<file path="config.mk">
export PLATFORM = sky130hd
export DESIGN_NAME = ab_seq_driver
export DESIGN_NICKNAME = d
export VERILOG_FILES = /design/src/rtl/ab_seq_driver_pkg.sv /design/src/rtl/ab_seq_driver_shift_reg_piso.sv /design/src/rtl/ab_seq_driver.sv
export SDC_FILE = /design/constraint.sdc
export NUM_CORES = 1
export LEC_CHECK = 0
export CAP_MARGIN = 40
export CORE_MARGIN = 4
export CORE_UTILIZATION = 40
export DETAILED_ROUTE_END_ITERATION = 16
export PLACE_DENSITY = 0.66
export SYNTH_ARGS = -nofsm -noshare
export SYNTH_HDL_FRONTEND = slang
export SYNTH_SLANG_ARGS = --single-unit
</file>
<file path="constraint.sdc">
create_clock -name clk -period 2.04 [get_ports clk]
set_clock_uncertainty 0.2 [all_clocks]
set_input_delay 0.204 -clock clk [delete_from_list [all_inputs] [get_ports clk]]
set_output_delay 0.204 -clock clk [all_outputs]
set_load 0.02 [all_outputs]
</file>
<file path="src/rtl/ab_seq_driver_pkg.sv">
// Shared definitions for the a/b sequence driver: FSM state encodings and
// a small decode helper used by the top level.
package ab_seq_driver_pkg;

    localparam logic [1:0] ST_IDLE  = 2'b00;
    localparam logic [1:0] ST_DRIVE = 2'b01;
    localparam logic [1:0] ST_DONE  = 2'b10;

    // The unused encoding 2'b11 is neither busy nor done; the FSM recovers to IDLE.
    function automatic logic state_is_busy(input logic [1:0] s);
        return (s == ST_DRIVE) || (s == ST_DONE);
    endfunction

endpackage

</file>
<file path="src/rtl/ab_seq_driver_shift_reg_piso.sv">
// Parallel-load, shift-right register with serial output at bit 0.
// Zeros shift in from the top, so the register empties after LEN shifts.
module shift_reg_piso #(
    parameter int LEN = 8
) (
    input  logic           clk,
    input  logic           reset,
    input  logic           load_i,
    input  logic           shift_i,
    input  logic           clear_i,
    input  logic [LEN-1:0] par_i,
    output logic           ser_o
);

    logic [LEN-1:0] sr_q;

    // Clear has priority so the final shift of a run leaves the output low.
    always_ff @(posedge clk or posedge reset) begin
        if (reset) begin
            sr_q <= '0;
        end else if (clear_i) begin
            sr_q <= '0;
        end else if (load_i) begin
            sr_q <= par_i;
        end else if (shift_i) begin
            sr_q <= {1'b0, sr_q[LEN-1:1]};
        end
    end

    assign ser_o = sr_q[0];

endmodule

</file>
<file path="src/rtl/ab_seq_driver.sv">
// Serialises pat_a/pat_b onto a/b LSB first, samples o_in on every driven
// cycle into resp, and pulses done for one cycle when the run completes.
module ab_seq_driver
    import ab_seq_driver_pkg::*;
#(
    parameter int LEN   = 8,
    parameter int CNT_W = 4
) (
    input  logic           clk,
    input  logic           reset,
    input  logic           start,
    input  logic [LEN-1:0] pat_a,
    input  logic [LEN-1:0] pat_b,
    input  logic           o_in,
    output logic           a,
    output logic           b,
    output logic           busy,
    output logic           done,
    output logic [LEN-1:0] resp,
    output logic [1:0]     state_dbg
);

    localparam logic [CNT_W-1:0] LAST_BIT = CNT_W'(LEN - 1);

    logic [1:0]       state_q, state_d;
    logic [CNT_W-1:0] cnt_q, cnt_d;
    logic [LEN-1:0]   resp_q, resp_d;
    logic             load, shift, clear;

    always_comb begin
        state_d = state_q;
        cnt_d   = cnt_q;
        resp_d  = resp_q;
        load    = 1'b0;
        shift   = 1'b0;
        clear   = 1'b0;
        case (state_q)
            ST_IDLE: begin
                if (start) begin
                    load    = 1'b1;
                    resp_d  = '0;
                    cnt_d   = '0;
                    state_d = ST_DRIVE;
                end
            end
            ST_DRIVE: begin
                // o_in here is the response to the bit currently on a/b.
                resp_d = {o_in, resp_q[LEN-1:1]};
                shift  = 1'b1;
                cnt_d  = cnt_q + CNT_W'(1);
                if (cnt_q == LAST_BIT) begin
                    clear   = 1'b1;
                    state_d = ST_DONE;
                end
            end
            ST_DONE: begin
                state_d = ST_IDLE;
            end
            default: begin
                state_d = ST_IDLE;
            end
        endcase
    end

    always_ff @(posedge clk or posedge reset) begin
        if (reset) begin
            state_q <= ST_IDLE;
            cnt_q   <= '0;
            resp_q  <= '0;
        end else begin
            state_q <= state_d;
            cnt_q   <= cnt_d;
            resp_q  <= resp_d;
        end
    end

    shift_reg_piso #(.LEN(LEN)) u_sr_a (
        .clk     (clk),
        .reset   (reset),
        .load_i  (load),
        .shift_i (shift),
        .clear_i (clear),
        .par_i   (pat_a),
        .ser_o   (a)
    );

    shift_reg_piso #(.LEN(LEN)) u_sr_b (
        .clk     (clk),
        .reset   (reset),
        .load_i  (load),
        .shift_i (shift),
        .clear_i (clear),
        .par_i   (pat_b),
        .ser_o   (b)
    );

    assign busy      = state_is_busy(state_q);
    assign done      = (state_q == ST_DONE);
    assign resp      = resp_q;
    assign state_dbg = state_q;

endmodule

</file>
Yosys cells after proc, flatten, opt, wreduce, memory -nomap -nowiden
Index checks and enable logic that the tools add are counted.
{ "totals": {"register_bits": 30, "in_bits": 20, "out_inout_bits": 14, "elab_cells": 35} }
{ "classes": {"add_sub_neg": 1, "eq_ne": 5, "n_mux": 18, "n_reduce_logical": 6} }
{ "op_table": {"columns": ["op", "n"], "rows": [
  ["8-bit 2-to-1 mux", 7],
  ["8-bit one-hot mux with 2 select lines", 1],
  ["4-bit one-hot mux with 2 select lines", 1],
  ["1-bit 2-to-1 mux", 5],
  ["4-bit by 1-bit adder with 4-bit output (second input constant)", 1],
  ["4-bit by 3-bit equality test with 1-bit output (second input constant)", 1],
  ["2-bit 2-to-1 mux", 2],
  ["4-bit 2-to-1 mux", 1],
  ["2-bit != test (second input constant)", 2],
  ["2-bit one-hot mux with 2 select lines", 1],
  ["2-bit AND reduction", 2],
  ["3-bit nonzero test", 1],
  ["2-bit by 1-bit equality test with 1-bit output (second input constant)", 1],
  ["2-bit equality test (second input constant)", 1],
  ["2-bit logical NOT", 1],
  ["2-bit nonzero test", 1],
  ["1-bit logical OR", 1]
]} }

Depth between registers and ports, before layout
Gate-level depths: netlist of the first run.
{ "depth": {"ltp_word": 5, "mapped_depth": 7, "depth_no_buf": 5} }

Cells and area by module
Synthesis of the first run repeated with hierarchy kept, for this count alone.
{ "hier_totals": {"hier_cells": 127, "area_unflattened_um2": 1496.4} }
{ "by_module_without_submodules": {"columns": ["mod", "n_inst", "cells_each", "area_each_um2", "seq_area_each_um2"], "rows": [
  ["shift_reg_piso", 2, 36, 412.9, 200.2],
  ["ab_seq_driver", 1, 55, 670.6, 350.3]
]} }

Worst setup path before layout of the first run
Ideal clock, no wire load.
{ "synth_path": {"path_type": "flip-flop to flip-flop", "start": "reg state_q[0] (netlist: state_dbg[0])", "end": "reg state_q[0] (netlist: state_dbg[0])", "setup_ns": 0.128, "arrival_time_ns": 1.490, "t_required_ns": 1.712, "slack_ns": 0.223, "path_stages_with_launch": 6, "path_buffers": 0, "synth_period_minus_slack_ns": 1.817, "path_cell_list": "dfrtp_1 -> inv_1 -> ha_1 -> nand2b_1 -> a21boi_1 -> mux2_1"} }
{ "synth_between": {"elab_chain_len": 3, "word_cells_on_any_way": 6, "cone_classes": "3 x eq/ne; 1 x mux; 2 x reduce/logical"} }
{ "synth_lines": {"columns": ["item", "line_no", "text"], "rows": [
  ["start, declared", "ab_seq_driver.sv:25", "logic [1:0] state_q, state_d;"],
  ["start signal, assigned", "ab_seq_driver.sv:71", "state_q <= state_d;"],
  ["2-bit by 1-bit equality test with 1-bit output or 2-bit logical NOT (tied branches)", "ab_seq_driver.sv:37", "case (state_q)"],
  ["2-bit != test (no source line)", null, null],
  ["2-bit AND reduction (no source line)", null, null]
]} }
Several ways; a longest one is shown, not always the timed one.
A chain may end at the register's enable or synchronous reset.

Final worst setup path of the first run
{ "layout_path": {"start": "reg state_q[1] (netlist: state_dbg[1])", "end": "reg cnt_q[2]"} }
{ "layout_between": {"elab_chain_len": 3, "word_cells_on_any_way": 6, "cone_classes": "2 x eq/ne; 1 x mux; 3 x reduce/logical"} }
{ "layout_lines": {"columns": ["item", "line_no", "text"], "rows": [
  ["2-bit by 1-bit equality test with 1-bit output or 2-bit logical NOT (tied branches)", "ab_seq_driver.sv:37", null],
  ["2-bit nonzero test (no source line) or 2-bit != test (tied branches)", null, null],
  ["2-bit AND reduction (no source line)", null, null],
  ["end signal, assigned", "ab_seq_driver.sv:72", "cnt_q <= cnt_d;"],
  ["end, declared", "ab_seq_driver.sv:26", "logic [CNT_W-1:0] cnt_q, cnt_d;"]
]} }
Several ways; a longest one is shown, not always the timed one.

==> results.sh, run 1 <==
export IMPL_yosys_cell_types_count=25
export IMPL_gp_congestion=0.7251
export IMPL_number_of_pins_exceeding_their_max_slew_limit_in_the_final_report=0
export IMPL_syn_nets=187
export IMPL_grt_util_met3_pct=5.087
export IMPL_grt_use_met2_pct=24.89
export IMPL_p_per_area_nw_per_um2=1392
export IMPL_cts_max_level=2
export IMPL_start_kind="flop"
export IMPL_die_area_sq_um=4780
export IMPL_worst_margin_slew_ns=0.3892
export IMPL_antenna_diode_count=0
export IMPL_worst_setup_path_type="reg2reg"
export IMPL_hold_viol=0
export IMPL_clkLatencyLatePin_ns=0.28
export IMPL_yosys_warnings=0
export IMPL_die_w_microns=69.14
export IMPL_cts_root_buffer="clkbuf_8"
export IMPL_cts_made_buffers=5
export IMPL_portBuffers=33
export IMPL_ys_seq_elements=30
export IMPL_first_pass_grt_wire_length_mm=6.141
export IMPL_dp_hpwl_mm=2.483
export IMPL_clk_pin_slew_ns=0.06
export IMPL_drt_pre_antenna_iters=6
export IMPL_syn_avg_cell_area_sq_um=9.287
export IMPL_fillCellCount=324
export IMPL_worstPathArrival_ns=1.87
export IMPL_nets=223
export IMPL_seqCellArea_sq_um=750.7
export IMPL_synthFlopType="dfrtp_1"
export IMPL_ratio_of_cells_with_drive_above_1_in_the_final_layout_pct=10.10
export IMPL_synth_yosys_seq_area_share_pct=50.21
export IMPL_max_clock_freq_mhz=531.6
export IMPL_tns_ns=0
export IMPL_drt_total_wl_mm=3.554
export IMPL_detail_route_antenna_nets=0
export IMPL_via_cell_ratio=5.307
export IMPL_core_rowCount=21
export IMPL_synth_edff_count=0
export IMPL_antenna_found_initial=0
export IMPL_footprint_of_the_multi_input_gates_sq_um=656.9
export IMPL_worstPathCellList="inv_1, ha_1, buf_4, mux2i_1, buf_6, o21ai_0, o31ai_1"
export IMPL_fp_dieH_microns=69.14
export IMPL_hold_class="in2async"
export IMPL_cts_root_to_sink_buffers=2
export IMPL_flow_area_growth_from_synthesis_pct=33.22
export IMPL_critical_path_max_stage_delay_ns=0.40
export IMPL_clock_sinks=30
export IMPL_drv_max_cap_violation_count=0
export IMPL_route_detailed_wl_per_inst_microns=14.57
export IMPL_setup_viol_count_final=0
export IMPL_crit_slowest_cell="dfrtp_1"
export IMPL_gr_usage_all_layers_pct=15.73
export IMPL_max_vdd_drop_mv=0.6270
export IMPL_global_route_overflow_total=0
export IMPL_tritoncts="yes"
export IMPL_groute_layer_met1_usage_pct=19.96
export IMPL_timing_max_slew_rel_slack_pct=74.05
export IMPL_drtIter0Drc=108
export IMPL_start_util_pct=43.11
export IMPL_outcome="complete, no violations"
export IMPL_reg2regPathDepth=7
export IMPL_core_area_sq_um=3468
export IMPL_min_period_over_period_pct=92.21
export IMPL_rsz0062_at_grt="false"
export IMPL_period_minus_slack_ns=1.881
export IMPL_drc_errors=0
export IMPL_grt_pass1_vias=1357
export IMPL_synthesis_area_sq_um=1495
export IMPL_pin_count_of_the_biggest_net_entering_global_routing=31
export IMPL_io_pins=34
export IMPL_cellLeakagePower_nw=0.9185
export IMPL_crit_required_ns=2.03
export IMPL_globalRoute_busiestLayer="met2"
export IMPL_worst_path_max_fanout=21
export IMPL_dr_total_vias=1295
export IMPL_synth_cells=161
export IMPL_synth_async_reset_ratio_pct=100.0
export IMPL_total_power_mw=2.772
export IMPL_worst_setup_path_end_kind="flop"
## power breakdown
part / internal (mW) / leakage [nW] / total [mW] / switching [mW]
registers: 0.806 / 0.392 / 0.935 / 0.129
clock network: 0.359 / 0.0579 / 0.585 / 0.226
logic: 0.527 / 0.469 / 1.25 / 0.725
## flip-flops by register name, indices dropped and copies added, names as in the netlist
signal and count:
state_dbg 2, u_sr_b.sr_q 8, resp 8, u_sr_a.sr_q 8, cnt_q 4
## layer usage
layer | part of all wire [%] | vias up | wire [microns]
li1 | - | 630 | -
met1 | 43 | 623 | 1531
met2 | 50 | 35 | 1791
met3 | 4.8 | 7 | 172
met4 | 1.7 | 0 | 59
met5 | 0 | - | 0
## metrics by stage
step                      cell area, sq um  utilization, %  hold WS (ns)  std cells  worst slack, ns
final                                 1992           57.43       0.09637        244           0.1590
after global routing                  1992           57.43        0.1374        244          0.01290
after CTS                             1986           57.25        0.1104        244          0.04225
after detailed placement              1878           54.15        0.2793        236           0.1485
after global placement                1878           54.15        0.2702        236           0.2341
after floorplan                       1495               -       0.09481        161           0.2229
## synth_stat cells, drive strengths merged, types with 2 or more instances
cell	instances	area share, %
a31oi	14	5.9
inv	4	1.0
o21ai	26	8.7
ha	6	5.0
clkbuf	2	0.50
nand2	36	9.2
nand3	2	0.67
dfrtp	30	50
and3	15	6.3
nand3b	3	1.5
mux2i	2	1.3
buf	11	4.4
## final timing paths
check | startpoint | end | slack, ns
setup reg to reg | state_dbg[1] | cnt_q[2] | 0.16
min in group clk | o_in | resp[7] | 0.27
hold reg to reg | u_sr_a.sr_q[0] | u_sr_a.sr_q[0] | 0.29
max in group asynchronous | reset | u_sr_b.sr_q[7] | 1.26
setup / recovery | state_dbg[1] | cnt_q[2] | 0.16
hold / removal | reset | resp[6] | 0.1
## cell usage in the layout, fill, tap and decap left out, types with 2 or more instances in the layout
cell type         n
nand3b_1          3
mux2i_1           2
ha_1              6
o21ai_1          25
a31oi_1          14
clkbuf_8          5
nand2_1          35
clkdlybuf4s50_1  31
nand3_1           2
and3_1           15
inv_1             4
dfrtp_1          30
buf_4             8
clkinv_2          2
## area by class of cell
type | instances | share of cell area (%)
well taps | 46 | 2.889
flip-flops and latches | 30 | 37.69
clock inverters | 3 | 2.010
repair buffers | 42 | 20.23
inverters | 4 | 0.7538
clock buffers | 5 | 3.455
multi-input cells | 114 | 32.98
## critical path, delay by kind of cell, from the launching register on
kind                       cells  cell delay [ns]
AOI/OAI and AO/OA              2             0.17
adders and majority gates      1             0.19
buffers and inverters          3             0.58
DFF                            1             0.40
muxes                          1             0.24
## what timing repair did
item                       CTS  global route
hold endpoints to repair     0             0
buffers inserted             0             0
hold buffers                 0             0
gates resized for setup      1             2
setup endpoints to repair    1             2
## logic make-up after synthesis
group,synth area share (%)
AOI/OAI and AO/OA,17.32
adders and majority gates,5.021
buffers and inverters,5.857
DFF,50.21
muxes,2.092
and+or+nand+nor,19.50
No activity file was read; power rests on OpenSTA's default activity.
==> run 2, diff against run 1 <==
CORE_UTILIZATION = 25   (was 40)
GPL_TIMING_DRIVEN = 0   (was not set)
PLACE_DENSITY = not set   (was 0.66)
==> results.sh, run 2 (synthesis gave the netlist of run 1 again) <==
export IMPL_outcome="complete, no violations"
export IMPL_fp_dieH_microns=85.34
export IMPL_max_vdd_drop_mv=0.4465
export IMPL_post_cts_buffers=0
export IMPL_worst_path_max_fanout=5
export IMPL_cts_root_buffer="clkbuf_8"
export IMPL_core_area_sq_um=5642
export IMPL_reg2reg_setup_slack_ns=0.18
export IMPL_timing_max_slew_rel_slack_pct=58.39
export IMPL_die_area_sq_um=7282
export IMPL_detail_route_antenna_nets=0
export IMPL_grt_pass1_vias=1366
export IMPL_drv_max_cap_violation_count=0
export IMPL_worst_setup_path_type="reg2out"
export IMPL_p_per_area_nw_per_um2=1316
export IMPL_reg_to_reg_start="state_dbg[1]"
export IMPL_setup_viol_count_final=0
export IMPL_gp_congestion=0.7086
export IMPL_worst_margin_slew_ns=0.6235
export IMPL_via_cell_ratio=4.640
export IMPL_tritoncts="yes"
export IMPL_hold_class="in2async"
export IMPL_drtIter0Drc=51
export IMPL_rsz0062_at_grt="false"
export IMPL_number_of_pins_exceeding_their_max_slew_limit_in_the_final_report=0
export IMPL_io_pins=34
export IMPL_period_minus_slack_ns=1.953
export IMPL_globalRoute_busiestLayer="met2"
export IMPL_grt_util_met3_pct=3.689
export IMPL_cts_root_to_sink_buffers=2
export IMPL_detailed_place_area_sq_um=1943
export IMPL_antenna_diode_count=0
export IMPL_ratio_of_cells_with_drive_above_1_in_the_final_layout_pct=12.32
export IMPL_worstPathArrival_ns=1.55
export IMPL_flow_area_growth_from_synthesis_pct=36.90
export IMPL_first_pass_grt_wire_length_mm=6.458
export IMPL_clock_sinks=30
export IMPL_nets=228
export IMPL_r2r_end="u_sr_b.sr_q[1]"
export IMPL_clkLatencyLatePin_ns=0.29
export IMPL_antenna_found_initial=0
export IMPL_drc_errors=0
export IMPL_portBuffers=33
export IMPL_gr_usage_all_layers_pct=11.01
export IMPL_max_clock_freq_mhz=512.1
export IMPL_finalInstanceArea_sq_um=2047
export IMPL_cellLeakagePower_nw=0.9115
export IMPL_clk_pin_slew_ns=0.07
export IMPL_die_w_microns=85.34
export IMPL_route_detailed_wl_per_inst_microns=13.31
export IMPL_reg2regPathDepth=6
export IMPL_pin_count_of_the_biggest_net_entering_global_routing=18
export IMPL_crit_required_ns=1.64
export IMPL_cts_max_level=2
export IMPL_cts_made_buffers=5
export IMPL_dr_total_vias=1276
export IMPL_groute_layer_met1_usage_pct=13.85
export IMPL_total_power_mw=2.695
export IMPL_worst_setup_path_end_kind="primary output"
export IMPL_drt_total_wl_mm=3.660
export IMPL_layout_commonest_cell="nand2_1"
export IMPL_grt_use_met2_pct=17.37
export IMPL_start_util_pct=26.50
export IMPL_core_rowCount=27
export IMPL_global_route_overflow_total=0
export IMPL_mostFrequentLayoutCells="nand2_1 (35), clkdlybuf4s50_1 (32), dfrtp_1 (30), o21ai_1 (25), and3_1 (15)"
export IMPL_dp_hpwl_mm=2.540
export IMPL_start_kind="flop"
export IMPL_min_period_over_period_pct=95.73
export IMPL_tns_ns=0
export IMPL_drt_pre_antenna_iters=4
export IMPL_hold_viol=0
[run 2: final cells by class]
type                       count  area [sq um]
fill                         595          3595
sequential                    30         750.7
multi-input combinational    114         665.6
timing repair buffer          34         356.6
tap                           72         90.09
clock buffer                   6         82.58
buffer                        13         73.82
inverter                       4         15.01
clock inverter                 2         12.51
[run 2: worst max path at each step]
stage / start / to
detailed placement: start / u_sr_b.sr_q[1]
finish: state_dbg[0] / done
global route: state_dbg[0] / done
floorplan: state_dbg[0] / state_dbg[0]
global placement: start / u_sr_b.sr_q[1]
CTS: state_dbg[0] / done
[run 2: stage by stage]
step                      worst slack, ns  std cells  hold slack [ns]  utilization [%]
after floorplan                    0.2229        161          0.09481                -
after global placement             0.1543        266           0.2703            33.95
after detailed placement           0.1622        267           0.2794            34.44
after CTS                         0.05420        275           0.1236            36.11
after global routing             0.005852        275           0.1360            36.28
final                             0.08710        275          0.09603            36.28
[run 2: where the power goes]
group          leakage (nW)  switching, mW  internal [mW]  total [mW]
Sequential            0.392          0.126          0.806       0.932
Combinational         0.472          0.733          0.527        1.26
Clock                0.0472          0.232          0.271       0.503
Total                 0.911           1.09           1.60        2.69
[run 2: what timing repair did]
item                       CTS  global route
setup endpoints to repair    1             3
hold buffers                 0             0
pin swaps                    0             0
resized for setup            1             4
[run 2: layer usage]
metal  share of wire (%)  routed length, microns  vias up
met1                  47                    1711      596
met4                 1.6                      57        0
met2                  46                    1670       33
li1                    -                       -      639
met3                 6.0                     221        8
met5                   0                       0        -
[run 2: worst max-delay path, stage by stage (launching register included)]
cell             delay [ns]
dfrtp_1                0.42
inv_1                  0.12
ha_1                   0.15
clkdlybuf4s50_1        0.59
==> run 3, diff against run 2 <==
CTS_BUF_LIST = sky130_fd_sc_hd__clkbuf_8   (was not set)
SETUP_SLACK_MARGIN = 0.15   (was not set)
==> results.sh, run 3 (synthesis gave the netlist of run 1 again) <==
export IMPL_portBuffers=33
export IMPL_holdWs_ns=0.09521
export IMPL_worstPathCellList="inv_2, ha_2, dlygate4sd2_1"
export IMPL_start_kind="flop"
export IMPL_gr_usage_all_layers_pct=11.01
export IMPL_max_vdd_drop_mv=0.4519
export IMPL_drc_errors=0
export IMPL_pin_count_of_the_biggest_net_entering_global_routing=18
export IMPL_tns_ns=0
export IMPL_via_cell_ratio=4.618
export IMPL_drv_max_cap_violation_count=0
export IMPL_nets=228
export IMPL_hold_class="in2async"
export IMPL_fp_dieH_microns=85.34
export IMPL_final_critical_path_setup_slack_ns=0.2391
export IMPL_period_minus_slack_ns=1.801
export IMPL_worstPathArrival_ns=1.40
export IMPL_io_pins=34
export IMPL_layout_core_utilization_pct=36.84
export IMPL_fillCellCount=588
export IMPL_cts_made_buffers=5
export IMPL_dr_total_vias=1270
export IMPL_timing_critical_path_max_delay_family="flip-flops"
export IMPL_outcome="complete, no violations"
export IMPL_timing_max_slew_rel_slack_pct=58.46
export IMPL_detail_route_antenna_nets=0
export IMPL_mostFrequentLayoutCells="nand2_1 (35), clkdlybuf4s50_1 (31), dfrtp_1 (30), o21ai_1 (25), and3_1 (15)"
export IMPL_min_period_over_period_pct=88.28
export IMPL_cts_max_level=2
export IMPL_global_route_overflow_total=0
export IMPL_ratio_of_cells_with_drive_above_1_in_the_final_layout_pct=14.29
export IMPL_core_rowCount=27
export IMPL_antenna_diode_count=0
export IMPL_gp_congestion=0.7086
export IMPL_rsz0062_at_grt="false"
export IMPL_hold_viol=0
export IMPL_p_per_area_nw_per_um2=1328
export IMPL_drt_pre_antenna_iters=4
export IMPL_die_w_microns=85.34
export IMPL_worst_margin_slew_ns=0.6224
export IMPL_cp_buffers_inverters=2
export IMPL_critical_path_max_stage_delay_ns=0.42
export IMPL_tritoncts="yes"
export IMPL_clkLatencyLatePin_ns=0.29
export IMPL_first_pass_grt_wire_length_mm=6.458
export IMPL_core_area_sq_um=5642
export IMPL_worst_setup_path_end_kind="primary output"
export IMPL_dp_hpwl_mm=2.540
export IMPL_crit_required_ns=1.64
export IMPL_drt_total_wl_mm=3.642
export IMPL_die_area_sq_um=7282
export IMPL_clock_sinks=30
export IMPL_start_util_pct=26.50
export IMPL_worst_setup_path_type="reg2out"
export IMPL_setup_viol_count_final=0
export IMPL_route_detailed_wl_per_inst_microns=13.24
export IMPL_max_clock_freq_mhz=555.3
export IMPL_post_cts_buffers=0
export IMPL_cts_root_to_sink_buffers=2
export IMPL_crit_slowest_cell="dfrtp_1"
export IMPL_layout_commonest_cell="nand2_1"
export IMPL_worst_path_max_fanout=5
export IMPL_grt_pass1_vias=1366
export IMPL_flow_area_growth_from_synthesis_pct=39.00
export IMPL_drtIter0Drc=47
export IMPL_placement_setup_worst_slack_ns=0.1622
export IMPL_antenna_found_initial=0
export IMPL_number_of_pins_exceeding_their_max_slew_limit_in_the_final_report=0
export IMPL_clk_pin_slew_ns=0.07
export IMPL_cellLeakagePower_nw=0.9229
export IMPL_cts_root_buffer="clkbuf_8"
## run 3: layout make-up
type                            count  area [sq um]  share of cell area, %
Buffer                             13         87.58                  4.214
Clock buffer                        6         82.58                  3.974
Clock inverter                      2         12.51                 0.6020
Inverter                            4         15.01                 0.7225
Multi-Input combinational cell    114         684.4                  32.93
Sequential cell                    30         750.7                  36.12
Tap cell                           72         90.09                  4.335
Timing Repair Buffer               34         355.3                  17.10
## run 3: report_power, final
part,switching (mW),total (mW),leakage [nW],internal [mW]
logic,0.749,1.32,0.484,0.572
clock network,0.234,0.504,0.0472,0.271
registers,0.130,0.936,0.392,0.806
total,1.11,2.76,0.923,1.65
## run 3: final timing paths
path | startpoint | end | slack [ns] | depth (start not counted)
setup reg to reg | state_dbg[0] | state_dbg[0] | 0.27 | 5
hold / removal | reset | cnt_q[3] | 0.1 | 2
max in group asynchronous | reset | u_sr_b.sr_q[2] | 1.05 | 3
setup / recovery | state_dbg[0] | busy | 0.24 | 3
hold reg to reg | u_sr_a.sr_q[4] | u_sr_a.sr_q[4] | 0.29 | 2
min in group clk | o_in | resp[7] | 0.27 | 3
## run 3: per-stage QoR
| stage | instance area [sq um] | total power, mW | instances |
|---|---|---|---|
| floorplan | 1495 | 1.790 | 161 |
| global placement | 1916 | 2.189 | 266 |
| detailed placement | 1943 | 2.209 | 267 |
| CTS | 2036 | 2.716 | 275 |
| global route | 2078 | 3.011 | 275 |
| finish | 2078 | 2.761 | 275 |
## run 3: routing by layer
layer	GRT usage (%)	wire (microns)	part of all wire [%]	vias to the layer above
li1	-	-	-	641
met1	13.85	1708	47	592
met2	17.37	1666	46	29
met3	3.689	210	5.8	8
met4	4.317	57	1.6	0
met5	0	0	0	-
## run 3: repair_timing
item                                    in CTS  in global routing
gates resized for setup                      2                 16
pin swaps                                    0                  1
hold buffers                                 0                  0
endpoints found under the setup margin       2                 26
